--- config.mk ---
export PLATFORM = sky130hd
export DESIGN_NAME = word_pack_ctrl
export DESIGN_NICKNAME = d
export VERILOG_FILES = /design/src/rtl/word_pack_ctrl.sv
export SDC_FILE = /design/constraint.sdc
export NUM_CORES = 1
export LEC_CHECK = 0
export CORE_MARGIN = 5
export CORE_UTILIZATION = 48
export CTS_BUF_LIST = sky130_fd_sc_hd__clkbuf_16
export CTS_CLUSTER_DIAMETER = 60
export DETAILED_ROUTE_END_ITERATION = 6
export PLACE_DENSITY = 0.86
export SYNTH_ARGS = -nofsm -noshare
export SYNTH_HDL_FRONTEND = slang
export SYNTH_SLANG_ARGS = --single-unit
--- constraint.sdc ---
create_clock -name clk -period 5.4 [get_ports clk]
set_input_delay 1.08 -clock clk [delete_from_list [all_inputs] [get_ports clk]]
set_output_delay 1.08 -clock clk [all_outputs]
set_load 0.01 [all_outputs]
--- src/rtl/word_pack_ctrl.sv ---
// Byte-to-word sequencer in front of a serial-to-parallel deserializer.
// It gates bytes in, pads partial words on idle timeout or flush, and holds each word for a valid/ready handshake.
module word_pack_ctrl #(
  parameter int                 S_WIDTH  = 8,
  parameter int                 P_WIDTH  = 64,
  parameter int                 TIMEOUT  = 1000,
  parameter int                 WAIT_MAX = 8,
  parameter logic [S_WIDTH-1:0] PAD      = '0
) (
  input  logic                               clk,
  input  logic                               rst,
  input  logic                               byte_valid,
  input  logic [S_WIDTH-1:0]                 byte_data,
  output logic                               byte_ready,
  input  logic                               flush,
  output logic                               s2p_load,
  output logic [S_WIDTH-1:0]                 s2p_data,
  input  logic [P_WIDTH-1:0]                 s2p_word,
  input  logic                               s2p_valid,
  output logic [P_WIDTH-1:0]                 word_data,
  output logic [$clog2(P_WIDTH/S_WIDTH):0]   word_bytes,
  output logic                               word_valid,
  input  logic                               word_ready,
  output logic                               err_timeout
);

  localparam int N  = P_WIDTH / S_WIDTH;
  localparam int CW = $clog2(N) + 1;
  localparam int IW = $clog2(TIMEOUT + 1);
  localparam int WW = $clog2(WAIT_MAX + 1);

  localparam logic [CW-1:0] N_CNT       = CW'(N);
  localparam logic [IW-1:0] TIMEOUT_CNT = IW'(TIMEOUT);
  localparam logic [WW-1:0] WAIT_CNT    = WW'(WAIT_MAX);

  localparam logic [2:0] ST_IDLE      = 3'd0;
  localparam logic [2:0] ST_COLLECT   = 3'd1;
  localparam logic [2:0] ST_PAD       = 3'd2;
  localparam logic [2:0] ST_WAIT_WORD = 3'd3;
  localparam logic [2:0] ST_HOLD      = 3'd4;

  logic [2:0]         state_q, state_d;
  logic [CW-1:0]      count_q, count_d, count_inc;
  logic [CW-1:0]      real_q, real_d;
  logic [IW-1:0]      idle_q, idle_d;
  logic [WW-1:0]      wait_q, wait_d;
  logic               flush_pend_q, flush_pend_d;
  logic               load_d;
  logic [S_WIDTH-1:0] data_d;
  logic [P_WIDTH-1:0] word_data_d;
  logic [CW-1:0]      word_bytes_d;
  logic               word_valid_d, err_d, byte_ready_d, accept;

  assign accept    = byte_valid && byte_ready;
  assign count_inc = count_q + 1'b1;

  always_comb begin
    // NOTE: every signal assigned here gets a default first, so no path can infer a latch.
    state_d      = state_q;
    count_d      = count_q;
    real_d       = real_q;
    idle_d       = idle_q;
    wait_d       = wait_q;
    flush_pend_d = flush_pend_q;
    load_d       = 1'b0;
    data_d       = s2p_data;
    word_data_d  = word_data;
    word_bytes_d = word_bytes;
    word_valid_d = word_valid;
    err_d        = err_timeout;

    case (state_q)
      ST_IDLE: begin
        if (accept) begin
          load_d       = 1'b1;
          data_d       = byte_data;
          count_d      = CW'(1);
          idle_d       = '0;
          flush_pend_d = 1'b0;
          state_d      = ST_COLLECT;
        end
      end

      ST_COLLECT: begin
        if (accept) begin
          load_d  = 1'b1;
          data_d  = byte_data;
          count_d = count_inc;
          idle_d  = '0;
          if (count_inc == N_CNT) begin
            real_d       = N_CNT;
            wait_d       = '0;
            flush_pend_d = 1'b0;
            state_d      = ST_WAIT_WORD;
          end else if (flush) begin
            // The byte wins this cycle; the flush is remembered for the next idle cycle.
            flush_pend_d = 1'b1;
          end
        end else if (idle_q == TIMEOUT_CNT || flush || flush_pend_q) begin
          // The pad decision edge also issues the first pad chunk.
          real_d       = count_q;
          load_d       = 1'b1;
          data_d       = PAD;
          count_d      = count_inc;
          flush_pend_d = 1'b0;
          wait_d       = '0;
          state_d      = (count_inc == N_CNT) ? ST_WAIT_WORD : ST_PAD;
        end else begin
          idle_d = idle_q + 1'b1;
        end
      end

      ST_PAD: begin
        load_d  = 1'b1;
        data_d  = PAD;
        count_d = count_inc;
        wait_d  = '0;
        if (count_inc == N_CNT) state_d = ST_WAIT_WORD;
      end

      ST_WAIT_WORD: begin
        // wait_q is 0 during the last-load cycle, so strobes land in L+1..L+WAIT_MAX.
        if (s2p_valid && wait_q != '0) begin
          word_data_d  = s2p_word;
          word_bytes_d = real_q;
          word_valid_d = 1'b1;
          state_d      = ST_HOLD;
        end else if (wait_q == WAIT_CNT) begin
          err_d   = 1'b1;
          count_d = '0;
          idle_d  = '0;
          wait_d  = '0;
          state_d = ST_IDLE;
        end else begin
          wait_d = wait_q + 1'b1;
        end
      end

      ST_HOLD: begin
        if (word_ready) begin
          word_valid_d = 1'b0;
          count_d      = '0;
          idle_d       = '0;
          wait_d       = '0;
          state_d      = ST_IDLE;
        end
      end

      default: state_d = ST_IDLE;
    endcase
  end

  // byte_ready is registered from the next state so it reads 0 while reset is applied.
  assign byte_ready_d = (state_d == ST_IDLE) || (state_d == ST_COLLECT);

  always_ff @(posedge clk) begin
    // NOTE: sequential state uses non-blocking assignments so every register samples pre-edge values.
    if (rst) begin
      state_q      <= ST_IDLE;
      count_q      <= '0;
      real_q       <= '0;
      idle_q       <= '0;
      wait_q       <= '0;
      flush_pend_q <= 1'b0;
      byte_ready   <= 1'b0;
      s2p_load     <= 1'b0;
      s2p_data     <= '0;
      word_data    <= '0;
      word_bytes   <= '0;
      word_valid   <= 1'b0;
      err_timeout  <= 1'b0;
    end else begin
      state_q      <= state_d;
      count_q      <= count_d;
      real_q       <= real_d;
      idle_q       <= idle_d;
      wait_q       <= wait_d;
      flush_pend_q <= flush_pend_d;
      byte_ready   <= byte_ready_d;
      s2p_load     <= load_d;
      s2p_data     <= data_d;
      word_data    <= word_data_d;
      word_bytes   <= word_bytes_d;
      word_valid   <= word_valid_d;
      err_timeout  <= err_d;
    end
  end

endmodule
==> flow_summary.ini, run 1 <==
[timing]
clock.fmax_mhz = 338.3
clock_skew_ps = 9.053
final-setup-viol-count = 0
setup_tns_ps = 0
layout_min_cycle_time_ps = 2956
finalHoldViolations = 0
worstMarginPinSlew_ps = 1249
rsz0062_at_grt = no
final-max-slew-violation-count = 0
relSlewSlack = 0.1673
fin_crit_sh = 0.5474

[clocking]
clockBufferDepth = 2
clk_pin_slew_ps = 70
cts_buffers = 9
post_cts_resized = 0
insertion_delay_ps = 340
post_cts_buffers = 0
cts_root_buf = clkbuf_16
cts-htree-levels = 3
cts.sinks = 106
cts_tree = done
cts_hold_buf = 0

[layout]
final_cells = 784
syn2layout_area_growth_pct = 43.81
layout-drive-gt1-share = 0.03994
diodes = 0
fillers = 712
final_nets = 754

[global_routing]
grt_max_degree = 70
use_met3 = 0.05276
busiest_layer = met2
grt.total_usage = 0.2113
antenna_found_initial = 0
grt_pass1_wl_um = 19460
grt.met1_usage = 0.2571
grt_use_met2 = 0.3602
grt-ovfl-total = 0
grt_pass1_vias = 4058

[power]
switching_share = 0.2287
ir_drop_mv = 0.1459
seqPwrFrac = 0.502
p_int_uw = 1235
pwr-share-clk = 0.404
comb_power_share = 0.094
power_switching_uw = 366.2
powerDensity_mw_per_mm2 = 260.9
leakage_uw = 0.002077

[route]
drt-total-wl_um = 11750
vias = 4265
ant_nets = 0
drc_errors = 0
drt_iter0_drc = 272
wire_per_inst_um = 14.99
first_pass_iters = 5
vias_per_cell = 5.440

[synthesis]
ys_ff_latch = 106
synth_edf_count = 0
async_flop_share = 0
synth_nets = 618
yosysMostFrequentCell = nand2_1
yosysUniqueCellTypes = 54
yosysTopAreaCell = dfxtp_1
yosysSeqAreaShare = 0.4974
ys_dominant_reg_cell = dfxtp_1
synth_area_leaders = dfxtp_1 50%, nand2_1 14%, a21oi_1 11%
synth_warnings = 0
synth.cell_area_mm2 = 0.004267
synth_common_cells = 159 x nand2_1, 106 x dfxtp_1, 93 x a21oi_1
synth_top_area_frac = 0.4974
netlist_instances = 535
avgSynthCellArea_um2 = 7.975

[die]
die_h_um = 104.3
num_io_pins = 158
die-width_um = 104.3
start_util = 0.4916
die-area_mm2 = 0.01087
core_mm2 = 0.008678
core.rowCount = 34

[hold_path]
hold_class = flop to flop

[critical_path]
cp_data_required_time_ps = 5620
critical-path-top-delay-family = simple AND/OR/NAND/NOR gates
worst_ep_arrival_time_ps = 3180
cp-start-kind = input pin
cpPeakStageDelay_ps = 1040
timing.critical_path.buf_inv = 1
cp_slowest_cell = and3_2
crit_fanout = 69
endpoint_kind = flop
crit_chain = clkdlybuf4s50_1 > and3_2 > nor4_4 > mux2_1
path_class = input pin to flop

[placement]
place_congestion = 0.9493
dp_cells = 768
io_buffers = 157
dpl.hpwl_um = 8259

[run_status]
status = completed

[job]
cap_violations = 0
-- stage by stage --
stage	power, uW	worst slack [ps]	instance area [um^2]	hold slack, ps	utilization
after floorplan	887.5	3017	4267	423.5	-
after global placement	967.4	2138	5841	441.8	0.6730
after detailed placement	970.8	2081	5841	437.2	0.6730
after CTS	1610	2420	6136	447.7	0.7070
after global routing	1666	2271	6136	461.2	0.7070
final	1601	2444	6136	446.8	0.7070
-- cells in the final DEF (no fill, tap or decap), types with 4 or more instances in the layout --
cell,n
dfxtp_1,106
o31ai_1,4
or3_1,6
clkbuf_16,9
nand3_1,19
inv_1,14
nor2_1,13
o21ai_0,21
a21oi_1,93
clkdlybuf4s50_1,156
nor3_1,6
nand2_1,159
nand4_1,4
ha_1,5
-- final timing paths --
kind	cells after the start	slack (ps)	start	to
hold / removal	2	450	real_q[2]	word_bytes[2]
setup / recovery	4	2440	s2p_valid	wait_q[1]
hold reg to reg	2	450	real_q[2]	word_bytes[2]
setup reg to reg	5	2540	state_q[1]	wait_q[1]
-- per-layer routing --
metal | wire [um] | part of all wire
met1 | 4908 | 0.42
met3 | 811 | 0.069
met2 | 5795 | 0.49
met4 | 233 | 0.020
met5 | 0 | 0
-- worst reg2reg max path: stages, from the launching register on --
cell and delay, ps:
dfxtp_1 600, nand2_1 180, nor2_2 330, and3_2 1100
nor4_4 180, mux2_1 360
-- power by group through the flow --
stage	registers [uW]	logic (uW)	clock network (uW)
finish	804	151	646
global route	805	163	697
CTS	803	151	655
detailed placement	821	149	0
global placement	821	147	0
floorplan	821	66.2	0
-- state kept, by name (all words and copies together) (netlist names), 3 cells and up --
register / flops
word_data: 64
idle_q: 10
s2p_data: 8
count_q: 4
real_q: 4
wait_q: 4
word_bytes: 4
state_q: 3
-- kinds of logic after synthesis --
family | Yosys count | synth area share
mux | 2 | 0.004985
simple gates | 232 | 0.2428
xor+xnor | 2 | 0.004106
flops | 106 | 0.4974
fa+ha+maj | 5 | 0.01466
compound gates | 142 | 0.1906
buf+inv | 46 | 0.04545
-- final cells by class --
type,instances,area (um^2),share of cell area
Clock buffer,9,225.2,0.03670
Inverter,12,45.04,0.007341
Multi-Input combinational cell,383,1957,0.3189
Tap cell,108,135.1,0.02202
Clock inverter,7,70.07,0.01142
Timing Repair Buffer,159,1582,0.2577
Sequential cell,106,2122,0.3458
Power figures use the tool's default switching activity.
==> run 2, diff against run 1 <==
--- a/config.mk
+++ b/config.mk
@@ -6,11 +6,11 @@
 export NUM_CORES = 1
 export LEC_CHECK = 0
 export CORE_MARGIN = 5
-export CORE_UTILIZATION = 48
+export CORE_UTILIZATION = 44
 export CTS_BUF_LIST = sky130_fd_sc_hd__clkbuf_16
 export CTS_CLUSTER_DIAMETER = 60
 export DETAILED_ROUTE_END_ITERATION = 6
-export PLACE_DENSITY = 0.86
+export PLACE_DENSITY = 0.8
 export SYNTH_ARGS = -nofsm -noshare
 export SYNTH_HDL_FRONTEND = slang
 export SYNTH_SLANG_ARGS = --single-unit
==> constraint.sdc (replaced) <==
create_clock -name clk -period 2.8 [get_ports clk]
set_input_delay 0.56 -clock clk [delete_from_list [all_inputs] [get_ports clk]]
set_output_delay 0.56 -clock clk [all_outputs]
set_load 0.01 [all_outputs]
==> run 2 against run 1 <==
Against the previous run:
- hold slack better by 1.9 ps
- sequential share of layout area fell by 0.31 points
- non-clock buffer count up 7
- via count is essentially flat
==> flow_summary.ini, run 2 (synthesized netlist as in run 1, its figures left out) <==
[global_routing]
grt_max_degree = 52
grt.total_usage = 0.1996
grt-ovfl-total = 0
grt_pass1_vias = 4118
grt_pass1_wl_um = 19040
antenna_found_initial = 0

[timing]
setup_tns_ps = 0
rsz0062_at_grt = no
clock.fmax_mhz = 452.4
final-setup-viol-count = 0
finalHoldViolations = 0
relSlewSlack = 0.4741
final-max-slew-violation-count = 0
fin_crit_sh = 0.7895
layout_min_cycle_time_ps = 2210
setup_slack_ps = 589.5
worstMarginPinSlew_ps = 788.8
clock_skew_ps = 9.872

[job]
cap_violations = 0

[placement]
dp_slack_ps = 282.3
io_buffers = 157
place_area_mm2 = 0.005924
place_congestion = 0.9116
dpl.hpwl_um = 8848

[critical_path]
cp-start-kind = input pin
cp_data_required_time_ps = 3060
r2r_setup_slack_ps = 630
r2r_end = byte_ready
reg2reg_from = wait_q[0]
endpoint_kind = flop
worst_ep_arrival_time_ps = 2470
path_class = input pin to flop
ff2ff_path_depth = 8
crit_fanout = 12

[clocking]
cts_root_buf = clkbuf_16
cts_buffers = 9
cts_hold_buf = 0
insertion_delay_ps = 330
clk_pin_slew_ps = 70
clockBufferDepth = 2
post_cts_resized = 0
post_cts_buffers = 0
cts.sinks = 106
cts-htree-levels = 3
cts_tree = done

[route]
drt-total-wl_um = 11980
drc_errors = 0
first_pass_iters = 5
vias_per_cell = 5.234
drt_iter0_drc = 247
wire_per_inst_um = 14.70
ant_nets = 0
vias = 4266

[hold_path]
holdPathEnd = word_bytes[1]
hp-start = real_q[1]
hold_class = flop to flop
min_path_cells = 2

[layout]
final_nets = 761
syn2layout_area_growth_pct = 45.13
layout-drive-gt1-share = 0.04985
fin_area_mm2 = 0.006192
top_regs = word_data: 64 flops, idle_q: 10 flops, s2p_data: 8 flops
diodes = 0
fillers = 858
layout_common_cells = 159 x nand2_1, 156 x clkdlybuf4s50_1, 106 x dfxtp_1
ff_latch_area_mm2 = 0.002122
final_common_cell = nand2_1
largest_register_ffs = 64
multiInputGateArea_mm2 = 0.001957
regMostFlops = word_data

[power]
powerDensity_mw_per_mm2 = 483.1
ir_drop_mv = 0.2758
leakage_uw = 0.002096

[die]
die-width_um = 108.5
core_mm2 = 0.009594
die-area_mm2 = 0.01177
num_io_pins = 158
core.rowCount = 36
die_h_um = 108.5
start_util = 0.4447

[run_status]
status = completed
run 2: critical path, stage by stage:
cell,delay (ps)
clkdlybuf4s50_1,520
nand2_1,160
o31ai_1,320
o22ai_1,110
buf_4,190
or4_1,470
a21oi_1,140
run 2: metal layers:
layer,vias up,global-route usage,share of wire
li1,2113,-,-
met1,1972,0.2358,0.41
met2,157,0.3619,0.51
met3,24,0.03522,0.064
met4,0,0.06943,0.021
met5,-,0,0
run 2: area by class of cell:
class / count / area share
Clock buffer: 9 / 0.03637
Clock inverter: 6 / 0.006870
Timing Repair Buffer: 166 / 0.2639
Multi-Input combinational cell: 383 / 0.3160
Tap cell: 133 / 0.02687
Sequential cell: 106 / 0.3427
Inverter: 12 / 0.007274
run 2: metrics by stage:
| step | power [uW] | hold slack (ps) | std cells | util |
|---|---|---|---|---|
| after detailed placement | 1883 | 443.6 | 800 | 0.6175 |
| final | 2992 | 448.6 | 815 | 0.6454 |
| after CTS | 3028 | 454.9 | 815 | 0.6454 |
| after global placement | 1875 | 441.2 | 800 | 0.6175 |
| after global routing | 3112 | 466.7 | 815 | 0.6454 |
| after floorplan | 1712 | 423.5 | 535 | - |
run 2: worst max path at each step:
stage                            end       start
after CTS                 byte_ready   wait_q[0]
after global routing       idle_q[8]  byte_valid
after floorplan            wait_q[1]   wait_q[0]
after global placement     idle_q[8]   s2p_valid
final                      idle_q[8]  byte_valid
after detailed placement   idle_q[8]       flush
run 2: report_power, final:
part	leakage, uW	switching, uW	internal (uW)	total, uW
combinational	0.00111	134	166	300
sequential	0.000856	22.0	1530	1550
clock	0.000130	539	602	1140
==> run 3, diff against run 2 <==
--- a/config.mk
+++ b/config.mk
@@ -6,11 +6,11 @@
 export NUM_CORES = 1
 export LEC_CHECK = 0
 export CORE_MARGIN = 5
-export CORE_UTILIZATION = 44
+export CORE_UTILIZATION = 40
 export CTS_BUF_LIST = sky130_fd_sc_hd__clkbuf_16
 export CTS_CLUSTER_DIAMETER = 60
 export DETAILED_ROUTE_END_ITERATION = 6
-export PLACE_DENSITY = 0.8
+export PLACE_DENSITY = 0.76
 export SYNTH_ARGS = -nofsm -noshare
 export SYNTH_HDL_FRONTEND = slang
 export SYNTH_SLANG_ARGS = --single-unit
==> constraint.sdc (replaced) <==
create_clock -name clk -period 2 [get_ports clk]
set_input_delay 0.4 -clock clk [delete_from_list [all_inputs] [get_ports clk]]
set_output_delay 0.4 -clock clk [all_outputs]
set_load 0.01 [all_outputs]
==> run 3 against run 2 <==
Against the previous run:
- register-to-register slack worse by 560 ps
- via count rose by 1.5%
- utilization shrank 1.1 points
- largest cell class unchanged
==> flow_summary.ini, run 3 (synthesized netlist as in run 1, its figures left out) <==
[layout]
fin_area_mm2 = 0.006580
layout_common_cells = 159 x nand2_1, 156 x clkdlybuf4s50_1, 104 x dfxtp_1
final_cells = 849
final_common_cell = nand2_1
layout-drive-gt1-share = 0.1108
largest_register_ffs = 64
final_util = 0.6345
fillers = 895
top_regs = word_data: 64 flops, idle_q: 10 flops, s2p_data: 8 flops
final_nets = 791
regMostFlops = word_data
diodes = 0
syn2layout_area_growth_pct = 54.22

[critical_path]
ff2ff_path_depth = 7
r2r_setup_slack_ps = 70
worst_ep_arrival_time_ps = 2240
endpoint_kind = flop
cp-start-kind = input pin
cp_data_required_time_ps = 2270
crit_fanout = 11
path_class = input pin to flop

[clocking]
cts_buffers = 9
cts_root_buf = clkbuf_16
cts.sinks = 106
cts_tree = done
clk_pin_slew_ps = 70
cts-htree-levels = 3
cts_hold_buf = 0
insertion_delay_ps = 330
clockBufferDepth = 2

[placement]
dpl.hpwl_um = 9065
place_congestion = 0.8909
io_buffers = 157
dp_slack_ps = -302.6
dp_cells = 831
place_area_mm2 = 0.006151

[route]
wire_per_inst_um = 14.73
vias_per_cell = 5.101
drc_errors = 0
ant_nets = 0
drt-total-wl_um = 12500
drt_iter0_drc = 365
vias = 4331
first_pass_iters = 4

[job]
cap_violations = 0

[timing]
worstMarginPinSlew_ps = 606.6
relSlewSlack = 0.5956
final-setup-viol-count = 0
clock.fmax_mhz = 508.8
clock_skew_ps = 7.473
setup_tns_ps = 0
finalHoldViolations = 0
final-max-slew-violation-count = 0
fin_crit_sh = 0.9828
layout_min_cycle_time_ps = 1966
setup_slack_ps = 34.43
rsz0062_at_grt = yes

[global_routing]
grt_max_degree = 70
busiest_layer = met2
grt_pass1_wl_um = 20040
grt_use_met2 = 0.3314
use_met3 = 0.04652
grt-ovfl-total = 0
antenna_found_initial = 0
grt.total_usage = 0.1874
grt.met1_usage = 0.2271
grt_pass1_vias = 4170

[die]
core_mm2 = 0.01037
core.rowCount = 37
start_util = 0.4114
die-width_um = 113.3
die-area_mm2 = 0.01283
die_h_um = 113.3
num_io_pins = 158

[power]
switching_share = 0.2197
pwr-share-clk = 0.433
comb_power_share = 0.104
powerDensity_mw_per_mm2 = 712.2
p_int_uw = 3656
seqPwrFrac = 0.463
power_switching_uw = 1030
ir_drop_mv = 0.5587
leakage_uw = 0.002302

[hold_path]
min_path_cells = 2
hold_class = input pin to flop

[run_status]
status = completed
==> run 3: cell count changes in the layout (fill, tap and decap cells not counted), sizes merged <==
cell,delta
bufinv,+3
clkinvlp,-1
buf,+30
clkinv,-1
==> run 3: worst paths after layout <==
check / start / endpoint
setup / recovery: s2p_valid / idle_q[8]
hold / removal: rst / err_timeout
setup reg to reg: wait_q[1] / wait_q[1]
hold reg to reg: real_q[2] / real_q[2]
==> run 3: timing repair <==
action,4_1_cts,5_1_grt
pin swaps,1,3
cloned,0,0
setup endpoints to repair,1,76
buffers inserted,0,2
resized for setup,2,16
==> run 3: final cells by class <==
| cell class | count | area, um^2 | share of cell area |
|---|---|---|---|
| Clock inverter | 7 | 123.9 | 0.01882 |
| Sequential cell | 106 | 2125 | 0.3229 |
| Clock buffer | 9 | 225.2 | 0.03423 |
| Tap cell | 136 | 170.2 | 0.02586 |
| Timing Repair Buffer | 196 | 1876 | 0.2850 |
| Inverter | 12 | 45.04 | 0.006845 |
| Multi-Input combinational cell | 383 | 2016 | 0.3063 |
==> run 3: power groups by stage <==
stage	logic (uW)	clock network, uW	registers [uW]
after floorplan	179	0	2220
after global placement	455	0	2220
after detailed placement	462	0	2220
after CTS	469	2080	2170
after global routing	525	2180	2170
final	488	2030	2170
==> run 3: critical path: stages <==
cell and delay [ps]:
clkdlybuf4s50_1 430, and4bb_2 340, o211a_1 170, o22ai_1 90, buf_4 190, or4_4 490, a21oi_2 140
==> run 3: layer usage <==
metal	wire, um	vias to the layer above	share of wire
li1	-	2174	-
met1	5357	2009	0.43
met2	6181	130	0.49
met3	729	18	0.058
met4	233	0	0.019
met5	0	-	0
==> run 3: through the flow <==
stage / hold slack, ps / power [uW]
global placement: 439.4 / 2671
finish: 411.7 / 4686
CTS: 422.9 / 4718
floorplan: 423.5 / 2396
global route: 439.5 / 4876
detailed placement: 445.8 / 2679
